$ cat src/rtl/pdetect_lock_ctl.sv
// pdetect_lock_ctl: sequencer and lock monitor for the pdetect phase-detector stage.
// Holds pdetect in reset until armed, qualifies its phase samples against a
// symmetric window, declares lock / loss of lock, and re-arms on acquisition timeout.
//
// Ports:
//   clk, reset_n          clock, async active-low reset
//   enable                run request; low forces IDLE
//   pd_ang, pd_strobe     signed phase sample and its valid from pdetect
//   lock_n, unlock_n      consecutive-sample thresholds (0 treated as 1)
//   timeout               acquisition timeout in strobes (0 = never)
//   clr_status            clears sticky flags and lost_cnt
//   pd_reset, locked      registered control / status
//   state                 0 IDLE, 1 ARM, 2 ACQUIRE, 3 LOCKED
//   timeout_flag, lost_flag, lost_cnt   sticky status for the register map
module pdetect_lock_ctl #(
  parameter int unsigned W       = 17,
  parameter int unsigned LOCK_TH = 1024,
  parameter int unsigned CW      = 8,
  parameter int unsigned TW      = 16
) (
  input  logic          clk,
  input  logic          reset_n,
  input  logic          enable,
  input  logic [W-1:0]  pd_ang,
  input  logic          pd_strobe,
  input  logic [CW-1:0] lock_n,
  input  logic [CW-1:0] unlock_n,
  input  logic [TW-1:0] timeout,
  input  logic          clr_status,
  output logic          pd_reset,
  output logic          locked,
  output logic [1:0]    state,
  output logic          timeout_flag,
  output logic          lost_flag,
  output logic [7:0]    lost_cnt
);

  typedef enum logic [1:0] {
    ST_IDLE   = 2'd0,
    ST_ARM    = 2'd1,
    ST_ACQ    = 2'd2,
    ST_LOCKED = 2'd3
  } state_e;

  localparam logic signed [W:0] TH_POS = (W+1)'(LOCK_TH);
  localparam logic signed [W:0] TH_NEG = -TH_POS;

  state_e        state_q, state_d;
  logic [CW-1:0] good_cnt, good_d, bad_cnt, bad_d;
  logic [TW-1:0] tmo_cnt, tmo_d;
  logic          tmo_evt, lost_evt;

  // Window test on the sign-extended sample; pdetect clip codes fall outside.
  logic signed [W:0] ang_x;
  logic              in_win;
  assign ang_x  = {pd_ang[W-1], pd_ang};
  assign in_win = (ang_x >= TH_NEG) && (ang_x <= TH_POS);

  // Threshold compares done one bit wider so a saturated counter cannot wrap.
  logic [CW-1:0] lock_eff, unlock_eff;
  logic          good_hit, bad_hit, tmo_hit;
  assign lock_eff   = (lock_n   == '0) ? CW'(1) : lock_n;
  assign unlock_eff = (unlock_n == '0) ? CW'(1) : unlock_n;
  assign good_hit   = ({1'b0, good_cnt} + (CW+1)'(1)) == {1'b0, lock_eff};
  assign bad_hit    = ({1'b0, bad_cnt}  + (CW+1)'(1)) == {1'b0, unlock_eff};
  assign tmo_hit    = (timeout != '0) &&
                      (({1'b0, tmo_cnt} + (TW+1)'(1)) == {1'b0, timeout});

  logic [CW-1:0] good_sat, bad_sat;
  logic [TW-1:0] tmo_sat;
  assign good_sat = (good_cnt == '1) ? good_cnt : good_cnt + CW'(1);
  assign bad_sat  = (bad_cnt  == '1) ? bad_cnt  : bad_cnt  + CW'(1);
  assign tmo_sat  = (tmo_cnt  == '1) ? tmo_cnt  : tmo_cnt  + TW'(1);

  // State register.
  always_ff @(posedge clk or negedge reset_n) begin
    if (!reset_n) state_q <= ST_IDLE;
    else          state_q <= state_d;
  end

  // Next state, counter updates and status events.
  always_comb begin
    state_d  = state_q;
    good_d   = good_cnt;
    bad_d    = bad_cnt;
    tmo_d    = tmo_cnt;
    tmo_evt  = 1'b0;
    lost_evt = 1'b0;
    case (state_q)
      ST_IDLE: begin
        good_d = '0;
        bad_d  = '0;
        tmo_d  = '0;
        if (enable) state_d = ST_ARM;
      end
      ST_ARM: begin
        good_d = '0;
        bad_d  = '0;
        tmo_d  = '0;
        if (pd_strobe) state_d = ST_ACQ;
      end
      ST_ACQ: begin
        if (pd_strobe) begin
          tmo_d  = tmo_sat;
          good_d = in_win ? good_sat : '0;
          if (in_win && good_hit) begin
            state_d = ST_LOCKED;
            bad_d   = '0;
          end else if (tmo_hit) begin
            state_d = ST_ARM;
            tmo_evt = 1'b1;
          end
        end
      end
      ST_LOCKED: begin
        if (pd_strobe) begin
          bad_d = in_win ? '0 : bad_sat;
          if (!in_win && bad_hit) begin
            state_d  = ST_ACQ;
            lost_evt = 1'b1;
            good_d   = '0;
            tmo_d    = '0;
            bad_d    = '0;
          end
        end
      end
      default: state_d = ST_IDLE;
    endcase
    // Dropping enable overrides every other transition.
    if (!enable) begin
      state_d  = ST_IDLE;
      tmo_evt  = 1'b0;
      lost_evt = 1'b0;
    end
  end

  // Counters, registered outputs and sticky status (set beats clear).
  always_ff @(posedge clk or negedge reset_n) begin
    if (!reset_n) begin
      good_cnt     <= '0;
      bad_cnt      <= '0;
      tmo_cnt      <= '0;
      pd_reset     <= 1'b1;
      locked       <= 1'b0;
      timeout_flag <= 1'b0;
      lost_flag    <= 1'b0;
      lost_cnt     <= '0;
    end else begin
      good_cnt     <= good_d;
      bad_cnt      <= bad_d;
      tmo_cnt      <= tmo_d;
      pd_reset     <= (state_d == ST_IDLE) || (state_d == ST_ARM);
      locked       <= (state_d == ST_LOCKED);
      timeout_flag <= tmo_evt  | (timeout_flag & ~clr_status);
      lost_flag    <= lost_evt | (lost_flag & ~clr_status);
      if (lost_evt) begin
        if (clr_status)            lost_cnt <= 8'd1;
        else if (lost_cnt != 8'hFF) lost_cnt <= lost_cnt + 8'd1;
      end else if (clr_status) begin
        lost_cnt <= '0;
      end
    end
  end

  assign state = state_q;

endmodule

$ cat config.mk
export PLATFORM = sky130hd
export DESIGN_NAME = pdetect_lock_ctl
export DESIGN_NICKNAME = d
export VERILOG_FILES = /design/src/rtl/pdetect_lock_ctl.sv
export SDC_FILE = /design/constraint.sdc
export NUM_CORES = 1
export LEC_CHECK = 0
export CORE_MARGIN = 1
export CORE_UTILIZATION = 45
export CTS_CLUSTER_SIZE = 24
export DETAILED_ROUTE_END_ITERATION = 10
export DONT_BUFFER_PORTS = 1
export PLACE_DENSITY = 0.7
export SLEW_MARGIN = 20
export SYNTH_ARGS = -nofsm -noshare
export SYNTH_HDL_FRONTEND = slang
export SYNTH_SLANG_ARGS = --single-unit
$ cat constraint.sdc
create_clock -name clk -period 5.7 [get_ports clk]
set_input_delay 1.425 -clock clk [delete_from_list [all_inputs] [get_ports clk]]
set_output_delay 1.425 -clock clk [all_outputs]
set_load 0.005 [all_outputs]
-- Word-level counts from Yosys, hierarchy flattened
Index checks and enable logic that the tools add are counted.
- add/subtract/negate cells: 7
- $mul: 0
- divide/modulo/power cells: 0
- magnitude comparators: 2
- equal/unequal tests: 19
- shift operators: 0
- mux-type cells: 41
- bitwise operators: 5
- reduce and logical (&&, ||, !) cells: 18
- operators with widths (operator ; number):
    8-bit two-way mux ; 17
    16-bit two-way mux ; 4
    16-bit case mux with 3 select lines ; 1
    8-bit case mux with 3 select lines ; 2
    8-bit by 1-bit adder with 8-bit output, second input constant ; 3
    8-bit by 1-bit adder with 9-bit output, second input constant ; 2
    9-bit by 8-bit == test with 1-bit output ; 2
    16-bit by 1-bit adder with 17-bit output, second input constant ; 1
    17-bit by 16-bit == test with 1-bit output ; 1
    17-bit by 11-bit >= comparator with 1-bit output, second input constant ; 1
    17-bit by 12-bit less-or-equal comparator with 1-bit output, second input constant ; 1
    16-bit by 1-bit adder with 16-bit output, second input constant ; 1
    16-bit == test, second input constant ; 1
    8-bit == test, second input constant ; 2
    8-bit zero test ; 2
    16-bit nonzero test ; 1
    2-bit two-way mux ; 7
    4-bit AND reduction ; 3
    2-bit != test, second input constant ; 5
    1-bit two-way mux ; 9
    8-bit != test, second input constant ; 1
    2-bit case mux with 4 select lines ; 1
    2-bit == test, second input constant ; 3
    2-bit by 1-bit == test with 1-bit output, second input constant ; 2
    12 further kinds ; 19
- register bits after elaboration: 46
- latch bits: 0
- RAM bits: 0
- bits in read-only memories: 0
- output and inout port bits: 14
- memories: 0

-- Logic depth before layout (Yosys ltp)
- depth in word-level cells: 10
- depth in mapped cells: 10
- depth with buffers taken out: 8

-- Worst setup path after synthesis
OpenSTA, ideal clock, no wires.
- path type: in2reg
- from: input pd_ang[6]
- to: register bad_cnt[1]
- setup time: 0.122 ns
- arrival time: 3.498 ns
- required time: 5.578 ns
- path slack: 2.081 ns
- stages: 7
- buffers on the path: 0
- cell sequence: or4_1 -> o41ai_2 -> a31oi_1 -> or4b_4 -> o21ai_4 -> o211ai_1 -> a32o_1
- word-level cells in the longest chain between the ends: 7
- ends and longest elaborated chain (item ; line ; source):
    start, declared ; 24 ; input logic [W-1:0] pd_ang,
    17-bit by 11-bit >= comparator with 1-bit output / 17-bit by 12-bit less-or-equal comparator with 1-bit output (equally long branches) ; 57 ; assign in_win = (ang_x >= TH_NEG) && (ang_x <= TH_POS);
    1-bit logical AND * ; 57 ;
    1-bit zero test ; 118 ; if (!in_win && bad_hit) begin
    1-bit logical AND ; 118 ;
    8-bit two-way mux ; 118 ;
    8-bit two-way mux ; 116 ; if (pd_strobe) begin
    8-bit case mux with 3 select lines ; 89 ; case (state_q)
    end signal, assigned ; 141 ; bad_cnt <= '0;
    end signal, assigned ; 150 ; bad_cnt <= bad_d;
    end, declared ; 49 ; logic [CW-1:0] good_cnt, good_d, bad_cnt, bad_d;
Mark *: on every way between the ends. The rest lies on a longest branch, timed or not. The select of a mux whose other input is x is not followed.
A chain may end at the register's enable or synchronous reset.

-- Worst setup path in the final report
- from: input pd_ang[6]
- to: register bad_cnt[6]
Same word-level chain as after synthesis.

==> reports/results.txt <==
status = finished clean
vias in the first global route = 3217
fin area = 3740 um2
Tot Pwr = 0.630 mW
Relative slew margins = 0.455
Seq/Total Area, Yosys = 0.321
post-synth top area share = 0.314
period utilization = 0.612
fin nets = 481
Hold-fix buffers, CTS = 0
worst setup margin = 2210 ps
Main synth FF type = dfrtp_1
Synth area leaders = dfrtp_1 31%, xnor2_1 8.3%, a21oi_1 3.8%
Slew @ Worst Pin = 810 ps
most instantiated cells after synthesis = 45 x dfrtp_1, 34 x xnor2_1, 31 x nand2_1
crit path kind = in2reg
power share of the clock group = 0.361
FP Rows = 32
latest clock arrival within the worst-skew pair = 300 ps
maxcap violations = 0
CP Max Fanout = 7
RSZ-0062 raised after global routing = false
largest net degree at the start of global routing = 47
root buffer cell = clkbuf_8
area of the multi-input gates = 2290 um2
Place WS = 1880 ps
syn nets = 493
Filler Cells Inserted = 745
pwr dens = 168 nW/um2
initial core utilization = 0.464
Comb pwr share = 0.101
Layout area overhead = 4.22%
CP arrival = 3670 ps
Die Span X = 91.3 um
total gr overflow = 0
n_diodes = 0
Slew Limit Fails = 0
top-count cell post-synth = dfrtp_1
Flop pwr share = 0.537
Post-synth EDFFs = 0
fmax = 287 MHz
Cell Area, Synth = 3590 um2
ys async rst share = 1.00
Yosys warning count = 0
switching part of the total = 0.256
endpoint class of the critical path = flip-flop
Post-DP Area = 3630 um2
DRC = 0
Yosys cell types = 67
drt total wl = 9030 um
initial antenna violation count = 0
DPL Wire Length = 6740 um
Worst setup SP type = input pin
Pre-Repair DR Iteration Count = 5
die height = 91.3 um
top cell type by total area after synthesis = dfrtp_1
net load switching power = 0.161 mW
WP data required = 5880 ps
Syn Inst Count = 435
# IOs = 68
remaining antenna violation count = 0
Core Area = 7730 um2
initial drt markers = 156
Sum Neg Setup Slack = 0 ps
CTS clock-pin slew for the worst setup and hold paths = 90 ps
Vias/cell = 6.35
worst ir drop on vdd = 0.108 mV
die footprint = 8330 um2
DR WL/cell = 17.2 um
first-pass GRT wire length = 15700 um
routed vias = 3339
clock skew = 5.29 ps
internal power = 0.469 mW
Mean Syn Cell Area = 8.25 um2
GR Util All Layers = 0.232
synthesis-stage register bit count = 46
I/O Buffers = 0
CTS resizes = 0
Post-CTS Setup Repair Bufs = 0
clock tree buffer depth = 2
H-tree depth = 2
Hold Crit Class = reg2reg
final setup vio count = 0
FF+latch area = 1150 um2
RD Place Congestion = 0.871
TritonCTS Buffers = 5
fin crit period = 3490 ps
Sink Count = 46
CTS tree = done
Lkg Pwr = 1.31 nW
count of final hold-check violations = 0
proportion of layout cells with a drive suffix above 1 = 0.0778
state kept, by name (all words and copies together) (netlist names):
name and cells:
state 2, bad_cnt 8, pd_reset 1, tmo_cnt 16, locked 1, lost_flag 1, lost_cnt 8, good_cnt 8
timeout_flag 1
path summary, 6_finish.rpt:
kind / depth (start not counted) / endpoint / start / slack, ps
setup / recovery: 7 / bad_cnt[6]$_DFFE_PN0P_ / pd_ang[6] / 2210
max in group asynchronous: 0 / pd_reset$_DFF_PN1_ / reset_n / 4710
hold / removal: 2 / lost_flag$_DFF_PN0_ / lost_flag$_DFF_PN0_ / 540
setup reg to reg: 8 / pd_reset$_DFF_PN1_ / tmo_cnt[0]$_DFFE_PN0P_ / 2610
hold reg to reg: 2 / lost_flag$_DFF_PN0_ / lost_flag$_DFF_PN0_ / 540
min in group asynchronous: 0 / tmo_cnt[5]$_DFFE_PN0P_ / reset_n / 810
power groups by stage:
stage,combinational [mW],sequential [mW],clock [mW]
after floorplan,0.0568,0.338,0
after detailed placement,0.0628,0.345,0
after global placement,0.0612,0.345,0
after global routing,0.0705,0.340,0.248
after CTS,0.0634,0.339,0.233
final,0.0637,0.339,0.228
cells by family after synthesis:
logic type / synth area share
xor+xnor: 0.0977
compound gates: 0.233
flops: 0.321
buf+inv: 0.0405
simple gates: 0.282
mux: 0.0119
fa+ha+maj: 0.0140
worst max-delay path, cell delays in order:
cell	delay, ps
or4_1	520
o41ai_2	330
a31oi_1	190
or4b_4	600
o21ai_4	210
and2_1	270
o21ai_0	120
metrics by stage:
step | instances | hold WS (ps) | utilization
2_1_floorplan | 435 | 480 | -
3_3_place_gp | 518 | 525 | 0.470
3_5_place_dp | 518 | 539 | 0.470
4_1_cts | 526 | 553 | 0.484
5_1_grt | 526 | 590 | 0.484
6_report | 526 | 544 | 0.484
per-layer routing:
| layer | global-route usage | wire length [um] | part of all wire |
|---|---|---|---|
| met5 | 0 | 0 | 0 |
| met4 | 0.0728 | 143 | 0.016 |
| met3 | 0.0461 | 572 | 0.063 |
| met2 | 0.379 | 4320 | 0.48 |
| met1 | 0.308 | 4000 | 0.44 |
layout by cell type (no fill, tap or decap), types with 3 or more instances in the layout:
| cell | Yosys | final |
|---|---|---|
| a41oi_1 | 4 | 4 |
| nand2b_1 | 6 | 6 |
| nand4_1 | 12 | 12 |
| and3_1 | 10 | 10 |
| o21a_1 | 3 | 3 |
| a31oi_1 | 16 | 16 |
| nor3_1 | 13 | 13 |
| ha_1 | 4 | 4 |
| inv_1 | 12 | 12 |
| o31ai_1 | 12 | 12 |
| or3_1 | 6 | 6 |
| dfrtp_1 | 45 | 45 |
| or4_1 | 6 | 6 |
| o21ai_0 | 27 | 27 |
| o211ai_1 | 5 | 5 |
| a21oi_1 | 27 | 27 |
| a21o_1 | 4 | 4 |
| nand3_1 | 25 | 25 |
| xnor2_1 | 34 | 34 |
| xor2_1 | 6 | 6 |
| or2_2 | 3 | 3 |
| o22ai_1 | 3 | 3 |
| o311ai_0 | 3 | 3 |
| nor2_1 | 27 | 27 |
| nor2b_1 | 14 | 14 |
| nor4_1 | 14 | 14 |
| a31o_2 | 3 | 3 |
| clkbuf_8 | 0 | 7 |
| nand2_1 | 31 | 31 |
final cells by class:
type / instances / share of cell area
Multi-Input combinational cell: 355 / 0.612
Sequential cell: 46 / 0.308
Tap cell: 102 / 0.0341
Clock buffer: 7 / 0.0258
Inverter: 13 / 0.0131
Timing Repair Buffer: 2 / 0.00402
Clock inverter: 1 / 0.00234
Power figures use the tool's default switching activity.
